==> src/rtl/keypad_pkg.sv <==
// Shared types and constants for the 4x4 keypad scanner: FSM states,
// event width, event buffer depth and the active-low column drive patterns.
package keypad_pkg;

  localparam int KEY_W      = 4;
  localparam int FIFO_DEPTH = 4;

  localparam logic [3:0] COL_0    = 4'b1110;
  localparam logic [3:0] COL_1    = 4'b1101;
  localparam logic [3:0] COL_2    = 4'b1011;
  localparam logic [3:0] COL_3    = 4'b0111;
  localparam logic [3:0] ROW_IDLE = 4'b1111;

  typedef enum logic [1:0] {
    SCAN,
    DEBOUNCE,
    PRESSED,
    RELEASE
  } state_t;

  function automatic logic [3:0] col_drive(input logic [1:0] idx);
    case (idx)
      2'd0:    return COL_0;
      2'd1:    return COL_1;
      2'd2:    return COL_2;
      default: return COL_3;
    endcase
  endfunction

  // True when exactly one row is pulled low; anything else is idle or ghosting.
  function automatic logic single_low(input logic [3:0] r);
    case (r)
      4'b1110, 4'b1101, 4'b1011, 4'b0111: return 1'b1;
      default:                            return 1'b0;
    endcase
  endfunction

  function automatic logic [1:0] low_idx(input logic [3:0] r);
    case (r)
      4'b1101: return 2'd1;
      4'b1011: return 2'd2;
      4'b0111: return 2'd3;
      default: return 2'd0;
    endcase
  endfunction

endpackage

==> src/rtl/keypad_evt_fifo.sv <==
// Key event buffer: push/full on the write side, valid/ready on the read side.
// DEPTH 1 is a plain holding register; larger depths are a circular buffer.
module keypad_evt_fifo #(
  parameter int DEPTH = 4,
  parameter int W     = 4
) (
  input  logic         clk,
  input  logic         rst,
  input  logic         push,
  input  logic [W-1:0] push_data,
  output logic         full,
  output logic         valid,
  input  logic         ready,
  output logic [W-1:0] data
);

  logic pop;
  logic wr_en;

  assign pop   = valid && ready;
  assign wr_en = push && (!full || pop);

  if (DEPTH == 1) begin : g_hold
    logic [W-1:0] hold_q;
    logic         hold_v;

    always_ff @(posedge clk) begin
      if (rst) begin
        hold_v <= 1'b0;
        hold_q <= '0;
      end else if (wr_en) begin
        hold_v <= 1'b1;
        hold_q <= push_data;
      end else if (pop) begin
        hold_v <= 1'b0;
      end
    end

    assign full  = hold_v;
    assign valid = hold_v;
    assign data  = hold_v ? hold_q : '0;
  end else begin : g_ring
    localparam int AW = $clog2(DEPTH);
    localparam int CW = $clog2(DEPTH + 1);
    localparam logic [AW-1:0] PTR_LAST = AW'(DEPTH - 1);
    localparam logic [CW-1:0] CNT_FULL = CW'(DEPTH);

    logic [W-1:0]  mem [DEPTH];
    logic [AW-1:0] wr_ptr;
    logic [AW-1:0] rd_ptr;
    logic [CW-1:0] count;

    // NOTE: storage is deliberately not reset; the read port is masked to 0
    // while empty, so stale contents can never reach the outputs.
    always_ff @(posedge clk) begin
      if (wr_en) mem[wr_ptr] <= push_data;
    end

    always_ff @(posedge clk) begin
      if (rst) begin
        wr_ptr <= '0;
        rd_ptr <= '0;
        count  <= '0;
      end else begin
        if (wr_en) wr_ptr <= (wr_ptr == PTR_LAST) ? '0 : wr_ptr + AW'(1);
        if (pop)   rd_ptr <= (rd_ptr == PTR_LAST) ? '0 : rd_ptr + AW'(1);
        case ({wr_en, pop})
          2'b10:   count <= count + CW'(1);
          2'b01:   count <= count - CW'(1);
          default: count <= count;
        endcase
      end
    end

    assign full  = (count == CNT_FULL);
    assign valid = (count != '0);
    assign data  = valid ? mem[rd_ptr] : '0;
  end

endmodule

==> src/rtl/keypad_scan_ctrl.sv <==
// 4x4 matrix keypad scanner with debounce, ghost rejection and a key event
// buffer. Define KEYPAD_FIFO_EN for a 4-entry event FIFO; default is depth 1.
module keypad_scan_ctrl
  import keypad_pkg::*;
#(
  parameter int SCAN_DIV     = 1000,
  parameter int DEBOUNCE_CYC = 20000
) (
  input  logic             clk,
  input  logic             rst,
  input  logic [3:0]       row,
  output logic [3:0]       col,
  output logic             key_valid,
  input  logic             key_ready,
  output logic [KEY_W-1:0] key_code,
  output logic             key_held,
  output logic             overflow,
  input  logic             ovf_clr
);

`ifdef KEYPAD_FIFO_EN
  localparam int EVT_DEPTH = FIFO_DEPTH;
`else
  localparam int EVT_DEPTH = 1;
`endif

  localparam int DW = $clog2(SCAN_DIV);
  localparam int CW = $clog2(DEBOUNCE_CYC);
  localparam logic [DW-1:0] DWELL_LAST = DW'(SCAN_DIV - 1);
  localparam logic [CW-1:0] CNT_LAST   = CW'(DEBOUNCE_CYC - 1);

  state_t          state_q, state_d;
  logic [1:0]      col_idx_q, col_idx_d;
  logic [DW-1:0]   dwell_q, dwell_d;
  logic [CW-1:0]   cnt_q, cnt_d;
  logic [3:0]      pat_q, pat_d;
  logic [3:0]      armed_q, armed_d;
  logic [3:0]      row_m, row_s;
  logic            push, full, drop;
  logic [KEY_W-1:0] evt_code;

  // NOTE: sequential state uses non-blocking assignments so every flop
  // samples pre-edge values regardless of process ordering.
  always_ff @(posedge clk) begin
    if (rst) begin
      row_m <= ROW_IDLE;
      row_s <= ROW_IDLE;
    end else begin
      row_m <= row;
      row_s <= row_m;
    end
  end

  always_ff @(posedge clk) begin
    if (rst) begin
      state_q   <= SCAN;
      col_idx_q <= 2'd0;
      dwell_q   <= '0;
      cnt_q     <= '0;
      pat_q     <= ROW_IDLE;
      armed_q   <= '0;
    end else begin
      state_q   <= state_d;
      col_idx_q <= col_idx_d;
      dwell_q   <= dwell_d;
      cnt_q     <= cnt_d;
      pat_q     <= pat_d;
      armed_q   <= armed_d;
    end
  end

  // A column is armed once it has been seen idle; keys already down at reset
  // release stay invisible until they lift and are pressed again.
  always_comb begin
    // NOTE: every output of this block gets a default first, so no path
    // leaves a variable unassigned and no latch is inferred.
    state_d   = state_q;
    col_idx_d = col_idx_q;
    dwell_d   = dwell_q;
    cnt_d     = cnt_q;
    pat_d     = pat_q;
    armed_d   = armed_q;
    push      = 1'b0;

    case (state_q)
      SCAN: begin
        if (dwell_q == DWELL_LAST) begin
          dwell_d = '0;
          if (row_s == ROW_IDLE) armed_d[col_idx_q] = 1'b1;
          if (single_low(row_s) && armed_q[col_idx_q]) begin
            pat_d   = row_s;
            cnt_d   = '0;
            state_d = DEBOUNCE;
          end else begin
            col_idx_d = col_idx_q + 2'd1;
          end
        end else begin
          dwell_d = dwell_q + DW'(1);
        end
      end
      DEBOUNCE: begin
        if (row_s == pat_q) begin
          if (cnt_q == CNT_LAST) begin
            push    = 1'b1;
            cnt_d   = '0;
            state_d = PRESSED;
          end else begin
            cnt_d = cnt_q + CW'(1);
          end
        end else begin
          cnt_d     = '0;
          dwell_d   = '0;
          col_idx_d = col_idx_q + 2'd1;
          state_d   = SCAN;
        end
      end
      PRESSED: begin
        if (row_s == ROW_IDLE) begin
          cnt_d   = '0;
          state_d = RELEASE;
        end
      end
      RELEASE: begin
        if (row_s == ROW_IDLE) begin
          if (cnt_q == CNT_LAST) begin
            cnt_d     = '0;
            dwell_d   = '0;
            col_idx_d = col_idx_q + 2'd1;
            state_d   = SCAN;
          end else begin
            cnt_d = cnt_q + CW'(1);
          end
        end else begin
          cnt_d   = '0;
          state_d = PRESSED;
        end
      end
      default: state_d = SCAN;
    endcase
  end

  assign evt_code = {col_idx_q, low_idx(pat_q)};
  assign drop     = push && full && !(key_valid && key_ready);

  always_ff @(posedge clk) begin
    if (rst)          overflow <= 1'b0;
    else if (drop)    overflow <= 1'b1;
    else if (ovf_clr) overflow <= 1'b0;
  end

  keypad_evt_fifo #(
    .DEPTH (EVT_DEPTH),
    .W     (KEY_W)
  ) u_evt_fifo (
    .clk       (clk),
    .rst       (rst),
    .push      (push),
    .push_data (evt_code),
    .full      (full),
    .valid     (key_valid),
    .ready     (key_ready),
    .data      (key_code)
  );

  assign col      = col_drive(col_idx_q);
  assign key_held = (state_q == PRESSED) || (state_q == RELEASE);

endmodule

==> config.mk <==
export PLATFORM = sky130hd
export DESIGN_NAME = keypad_scan_ctrl
export DESIGN_NICKNAME = d
export VERILOG_FILES = /design/src/rtl/keypad_pkg.sv /design/src/rtl/keypad_evt_fifo.sv /design/src/rtl/keypad_scan_ctrl.sv
export SDC_FILE = /design/constraint.sdc
export NUM_CORES = 1
export LEC_CHECK = 0
export CELL_PAD_IN_SITES_DETAIL_PLACEMENT = 0
export CELL_PAD_IN_SITES_GLOBAL_PLACEMENT = 2
export CORE_ASPECT_RATIO = 0.7
export CORE_MARGIN = 2
export CORE_UTILIZATION = 33
export CTS_CLUSTER_DIAMETER = 200
export DETAILED_ROUTE_END_ITERATION = 6
export PLACE_DENSITY = 0.77
export SETUP_SLACK_MARGIN = 0.05
export SYNTH_ARGS = -nofsm -noshare
export SYNTH_HDL_FRONTEND = slang
export SYNTH_SLANG_ARGS = --single-unit
==> constraint.sdc <==
create_clock -name clk -period 2.1 [get_ports clk]
set_clock_uncertainty 0.1 [all_clocks]
set_input_delay 0.21 -clock clk [delete_from_list [all_inputs] [get_ports clk]]
set_output_delay 0.21 -clock clk [all_outputs]
set_load 0.01 [all_outputs]
==> results.py, run 1 <==
metrics = {
    "setup_path": {
        "r2r_slack_ns": -0.02,
        "cp_slowest_cell": "or4b_4",
        "cp_top_family": "simple AND/OR/NAND/NOR gates",
        "required_ns": 2.18,
        "path_cells": "or4b_4, nor4_4, a31oi_4, nor4_4, mux2_4",
        "critPathKind": "flop to flop",
        "crit_buf_inv": 0,
        "end_kind": "flop",
        "slowest_delay_ns": 0.56,
        "crit_path_start_kind": "flop",
        "arrival_ns": 2.20,
        "crit_top_cell": "nor4_4",
        "crit_start": "cnt_q[5]",
        "cp_max_fo": 4,
        "worstRegToRegCells": 5,
        "rr_endpoint": "col_idx_q[0]",
        "reg2reg_from": "cnt_q[5]",
    },
    "final_layout": {
        "finalNetCount": 391,
        "drive_gt1_share_pct": 29.22,
        "syn_to_final_growth_pct": 35.14,
        "diodes": 0,
        "design_area_mm2": 0.003628,
    },
    "run": {
        "max_cap_violations": 0,
    },
    "min_path": {
        "min_to": "row_s[3]",
        "min_path_type": "flop to flop",
        "holdPathStages": 1,
        "holdCritStartpoint": "row_m[3]",
    },
    "routing": {
        "via_per_inst": 5.234,
        "drtIter0Drc": 114,
        "num_vias": 2481,
        "drt-total-wl_um": 6674,
        "wl_per_cell_um": 14.08,
        "dr.pass1.iters": 4,
        "drc": 0,
        "drtAntennaViolNets": 0,
    },
    "synth": {
        "synthArstFlopShare_pct": 0,
        "syn_inst": 307,
        "yosysTopAreaCell": "dfxtp_1",
        "synth-edff-count": 0,
        "synth_area_leaders": "dfxtp_1 (38%), ha_1 (4.7%), nand2_1 (3.6%)",
        "synth_top_cell_area_share_pct": 38.02,
        "syn_area_mm2": 0.002685,
        "ys.flop_type": "dfxtp_1",
        "syn_avg_cell_area_um2": 8.746,
        "synth_nets": 325,
        "ys_seq_area_share_pct": 38.02,
        "synth-seq-cells": 51,
        "synth_cell_type_count": 55,
        "yosys_warnings": 0,
    },
    "place": {
        "dp_hpwl_um": 4912,
        "placed_cell_area_mm2": 0.003302,
        "numPortBuffers": 18,
        "gp_congestion": 0.7825,
    },
    "clock_network": {
        "cts_tree": "yes",
        "root_buffer": "clkbuf_16",
        "hold_buffers": 0,
        "cts_sinks": 51,
        "clock_latency_ns": 0.29,
        "cts_max_level": 2,
        "cts_buffers": 5,
        "clock_path_buffers": 2,
        "clk_pin_slew_ns": 0.07,
    },
    "sta": {
        "worst_slack_ns": -0.02045,
        "period_minus_slack_ns": 2.120,
        "whs_ns": 0.3088,
        "setup_viol": 1,
        "hold_viol_final": 0,
        "rsz0062_at_grt": "true",
        "fin_crit_sh_pct": 101.0,
        "slew_headroom_pct": 68.90,
        "worst_pin_slew_ns": 0.4655,
        "timing.fmax_mhz": 471.6,
        "drv_slew": 0,
    },
    "pwr": {
        "power_leakage_nw": 1.438,
        "ir_drop_uv": 283.1,
        "powerDensity_mw_per_mm2": 520.7,
        "finalPower_mw": 1.889,
    },
    "floorplan": {
        "core_area_mm2": 0.007871,
        "die_y_um": 79.47,
        "fp.dieW_um": 111.8,
        "initial_utilization_pct": 34.11,
        "rows": 27,
        "io_pins": 19,
        "die_area_mm2": 0.008886,
    },
    "global_routing": {
        "grt_first_pass_wirelength_um": 11250,
        "first_global_vias": 2283,
        "grt_max_degree": 30,
        "grt.total_usage_pct": 15.72,
        "overflow": 0,
        "antenna_found_initial": 0,
    },
    "run_status": {
        "status": "finished, violations left",
        "failed_checks": "setup timing",
    },
}
[power by group]
part	switching, mW	total, mW	internal, mW	leakage [nW]
Sequential	0.00959	0.989	0.980	0.413
Combinational	0.0474	0.0900	0.0426	0.953
Clock	0.344	0.810	0.466	0.0727
Total	0.401	1.89	1.49	1.44
[routing by layer]
layer  share of wire, %  GRT usage (%)  vias to the layer above
met2                 38          21.82                       51
met4               0.97          5.185                        0
met3                4.1          3.493                        7
met1                 56          23.71                     1161
li1                   -              -                     1262
met5                  0              0                        -
[how the worst max path moves through the flow]
stage | end | depth (start not counted) | slack [ns]
5_1_grt | col_idx_q[0] | 5 | -0.09
6_report | col_idx_q[0] | 5 | -0.02
2_1_floorplan | col_idx_q[0] | 6 | -0.12
3_5_place_dp | col_idx_q[0] | 5 | -0.09
3_3_place_gp | col_idx_q[0] | 5 | -0.04
4_1_cts | col_idx_q[0] | 5 | -0.03
[Yosys cell counts, types with 2 or more instances]
library cell and count:
nand4_1 6, nor2b_1 4, clkbuf_1 12, a211oi_1 2
buf_6 2, nor4b_1 2, nor4_1 3, or3_1 4
inv_1 11, nor4_4 2, o21ai_0 14, and3_1 6
a311oi_1 6, ha_1 10, dfxtp_1 51, or2_2 10
nand4bb_1 2, a211o_1 2, o211ai_1 5, a22o_1 5
a221o_1 5, nor3_1 12, and4_1 4, nand2b_1 2
nor2_1 21, xor2_1 8, nand2_1 26, a31oi_1 5
and2_1 7, xnor2_1 3, a21oi_1 16, nand3_1 12
mux2i_1 3, or4_1 3
[layout by cell type, fill, tap and decap left out, drive strengths merged, types with 5 or more instances in the layout]
| cell | instances |
|---|---|
| a31oi | 6 |
| xor2 | 8 |
| o211ai | 5 |
| a221o | 5 |
| buf | 55 |
| or2 | 10 |
| inv | 11 |
| ha | 10 |
| a21oi | 16 |
| and3 | 6 |
| nand4 | 6 |
| o21ai | 14 |
| nor3 | 14 |
| nor2 | 21 |
| clkbuf | 6 |
| nand3 | 12 |
| dfxtp | 51 |
| a22o | 5 |
| a311oi | 6 |
| and2 | 7 |
| nor4 | 5 |
| clkdlybuf4s50 | 18 |
| nand2 | 26 |
[metrics by stage]
stage / utilization, % / cells / setup TNS (ns) / worst slack (ns)
floorplan: - / 307 / -0.7907 / -0.1207
global route: 46.10 / 474 / -0.6053 / -0.09496
global placement: 41.95 / 459 / -0.04134 / -0.03718
detailed placement: 41.95 / 459 / -0.2776 / -0.08503
finish: 46.10 / 474 / -0.02045 / -0.02045
CTS: 44.44 / 469 / -0.03111 / -0.02849
[flip-flops by register name, indices dropped and copies added, names as in the netlist, 4 cells and up]
register	cells
dwell_q	10
armed_q	4
u_evt_fifo.g_hold.hold_q	4
row_s	4
row_m	4
cnt_q	15
pat_q	4
[worst register-to-register path: stages (launching register included)]
cell     delay [ns]
dfxtp_1        0.31
or4b_4         0.56
nor4_4         0.37
a31oi_4        0.16
nor4_4         0.19
mux2_4         0.32
[cell type report]
type	count	area, µm²
Sequential cell	51	1026
Fill cell	768	4243
Clock inverter	1	5.005
Multi-Input combinational cell	230	1665
Tap cell	101	126.4
Inverter	12	50.05
Timing Repair Buffer	73	616.8
Clock buffer	6	138.9
[repair_timing]
action,in CTS,in global routing
resized for setup,10,24
pin swaps,1,8
setup endpoints to repair,19,38
buffers inserted,2,5
cloned,1,0
[kinds of logic after synthesis]
kind of cell | Yosys count | share of synthesized area [%]
AO/OA/AOI/OAI | 68 | 17.48
XOR/XNOR | 11 | 3.588
adder cells (fa/ha/maj) | 10 | 4.660
buffers and inverters | 27 | 4.426
flip-flops | 51 | 38.02
multiplexers | 6 | 2.796
AND/OR/NAND/NOR | 134 | 29.03
(Power assumes the default switching activity.)
==> run 2, diff against run 1 <==
--- a/config.mk
+++ b/config.mk
@@ -13,7 +13,6 @@
 export CTS_CLUSTER_DIAMETER = 200
 export DETAILED_ROUTE_END_ITERATION = 6
 export PLACE_DENSITY = 0.77
-export SETUP_SLACK_MARGIN = 0.05
 export SYNTH_ARGS = -nofsm -noshare
 export SYNTH_HDL_FRONTEND = slang
 export SYNTH_SLANG_ARGS = --single-unit
==> results.py, run 2 (synthesized netlist as in run 1, its figures left out) <==
metrics = {
    "global_routing": {
        "grt_max_degree": 30,
        "antenna_found_initial": 0,
        "grt_first_pass_wirelength_um": 10670,
        "overflow": 0,
        "grt.total_usage_pct": 14.90,
        "first_global_vias": 2087,
    },
    "run_status": {
        "failed_checks": "setup timing",
        "status": "finished, violations left",
    },
    "clock_network": {
        "root_buffer": "clkbuf_16",
        "clk_pin_slew_ns": 0.07,
        "cts_buffers": 5,
        "clock_path_buffers": 2,
        "cts_tree": "yes",
        "cts_sinks": 51,
        "clock_latency_ns": 0.29,
        "cts_max_level": 2,
    },
    "final_layout": {
        "top_register": "cnt_q",
        "finalNetCount": 389,
        "largest_registers": "cnt_q: 15 flops, dwell_q: 10 flops",
        "largest_reg_flops": 15,
        "diodes": 0,
        "layout_commonest_cell": "buf_4",
        "syn_to_final_growth_pct": 35.04,
        "fill_cells": 783,
        "drive_gt1_share_pct": 27.96,
        "layout_common_cells": "buf_4 (51), dfxtp_1 (48), nand2_1 (26)",
    },
    "pwr": {
        "sw_frac_of_total_pct": 20.76,
        "internal-power_mw": 1.587,
        "ir_drop_uv": 315.3,
        "pwr-share-clk_pct": 46.0,
        "powerDensity_mw_per_mm2": 552.4,
        "p_seq_share_pct": 49.3,
        "p_sw_mw": 0.4159,
        "power_leakage_nw": 1.430,
        "combPwrFrac_pct": 4.7,
    },
    "setup_path": {
        "crit_top_cell": "nor4_4",
        "cp_slowest_cell": "or4b_4",
        "reg2reg_from": "cnt_q[12]",
        "critPathKind": "flop to flop",
        "required_ns": 2.17,
        "path_cells": "or4b_4, nor4_4, a31oi_4, nor4_4, mux2_1",
        "crit_start": "cnt_q[12]",
        "worstRegToRegCells": 5,
        "cp_max_fo": 4,
        "slowest_delay_ns": 0.56,
        "arrival_ns": 2.21,
        "end_kind": "flop",
        "r2r_slack_ns": -0.04,
        "crit_path_start_kind": "flop",
        "rr_endpoint": "col_idx_q[0]",
    },
    "routing": {
        "drtAntennaViolNets": 0,
        "num_vias": 2412,
        "drtIter0Drc": 129,
        "drt-total-wl_um": 6617,
        "wl_per_cell_um": 13.99,
        "via_per_inst": 5.099,
        "dr.pass1.iters": 4,
        "drc": 0,
    },
    "sta": {
        "worst_pin_slew_ns": 0.5620,
        "drv_slew": 0,
        "rsz0062_at_grt": "true",
        "setup_tns_ns": -0.03618,
        "worst_slack_ns": -0.03618,
        "setup_viol": 1,
        "whs_ns": 0.3096,
        "timing.fmax_mhz": 468.1,
        "period_minus_slack_ns": 2.136,
        "slew_headroom_pct": 62.46,
        "fin_crit_sh_pct": 101.7,
        "hold_viol_final": 0,
    },
    "run": {
        "max_cap_violations": 0,
    },
    "floorplan": {
        "io_pins": 19,
        "initial_utilization_pct": 34.11,
        "fp.dieW_um": 111.8,
        "rows": 27,
        "core_area_mm2": 0.007871,
        "die_y_um": 79.47,
        "die_area_mm2": 0.008886,
    },
    "place": {
        "gp_congestion": 0.7949,
        "dp_hpwl_um": 4948,
        "numPortBuffers": 18,
    },
    "min_path": {
        "holdCritStartpoint": "row_m[1]",
        "min_path_type": "flop to flop",
        "min_to": "row_s[1]",
        "holdPathStages": 1,
    },
}
==> run 2: final cells by class <==
class	instances	area, µm²	share of cell area (%)
repair buffers	71	603.1	16.63
multi-input cells	230	1653	45.58
well taps	101	126.4	3.485
clock inverters	3	43.79	1.208
flip-flops and latches	51	1025	28.26
clock buffers	5	125.1	3.451
inverters	12	50.05	1.380
==> run 2: power by group through the flow <==
stage	combinational (mW)	sequential [mW]	clock (mW)
2_1_floorplan	0.0494	1.01	0
3_3_place_gp	0.0914	1.01	0
3_5_place_dp	0.0923	1.01	0
4_1_cts	0.0924	0.988	0.948
5_1_grt	0.104	0.990	0.993
6_report	0.0941	0.988	0.921
==> run 2: worst max path at each step <==
stage	end	slack, ns	depth (start not counted)
3_3_place_gp	col_idx_q[0]	-0.03	5
6_report	col_idx_q[0]	-0.04	5
4_1_cts	col_idx_q[0]	-0.05	5
5_1_grt	col_idx_q[0]	-0.17	5
2_1_floorplan	col_idx_q[0]	-0.12	6
3_5_place_dp	col_idx_q[0]	-0.07	5
==> run 2: routing by layer <==
layer  share of wire, %  track usage (%)  vias up
li1                   -                -     1259
met5                  0                0        -
met3                5.0            3.037        4
met1                 57            23.40     1098
met4               0.97            4.444        0
met2                 37            19.88       51
==> run 2: per-stage QoR <==
stage / util (%) / setup slack (ns) / cell area (µm²) / total power, mW / instances
2_1_floorplan: - / -0.1207 / 2714 / 1.057 / 307
5_1_grt: 46.07 / -0.1712 / 3626 / 2.087 / 473
3_3_place_gp: 42.39 / -0.03167 / 3337 / 1.102 / 462
6_report: 46.07 / -0.03618 / 3626 / 2.003 / 473
3_5_place_dp: 42.39 / -0.06574 / 3337 / 1.103 / 462
4_1_cts: 44.57 / -0.04671 / 3508 / 2.028 / 470
==> run 2: repair_timing <==
item                       in CTS  in global routing
hold buffers                    0                  0
gates cloned                    0                  1
pin swaps                       1                 15
setup buffers                   0                  2
resized for setup               2                 25
setup endpoints to repair       9                 35
==> run 2: worst max-delay path: cells and delay by family (launching register included) <==
family	cells	cell delay, ns
and+or+nand+nor	3	1.10
AOI/OAI and AO/OA	1	0.15
muxes	1	0.34
DFF	1	0.32
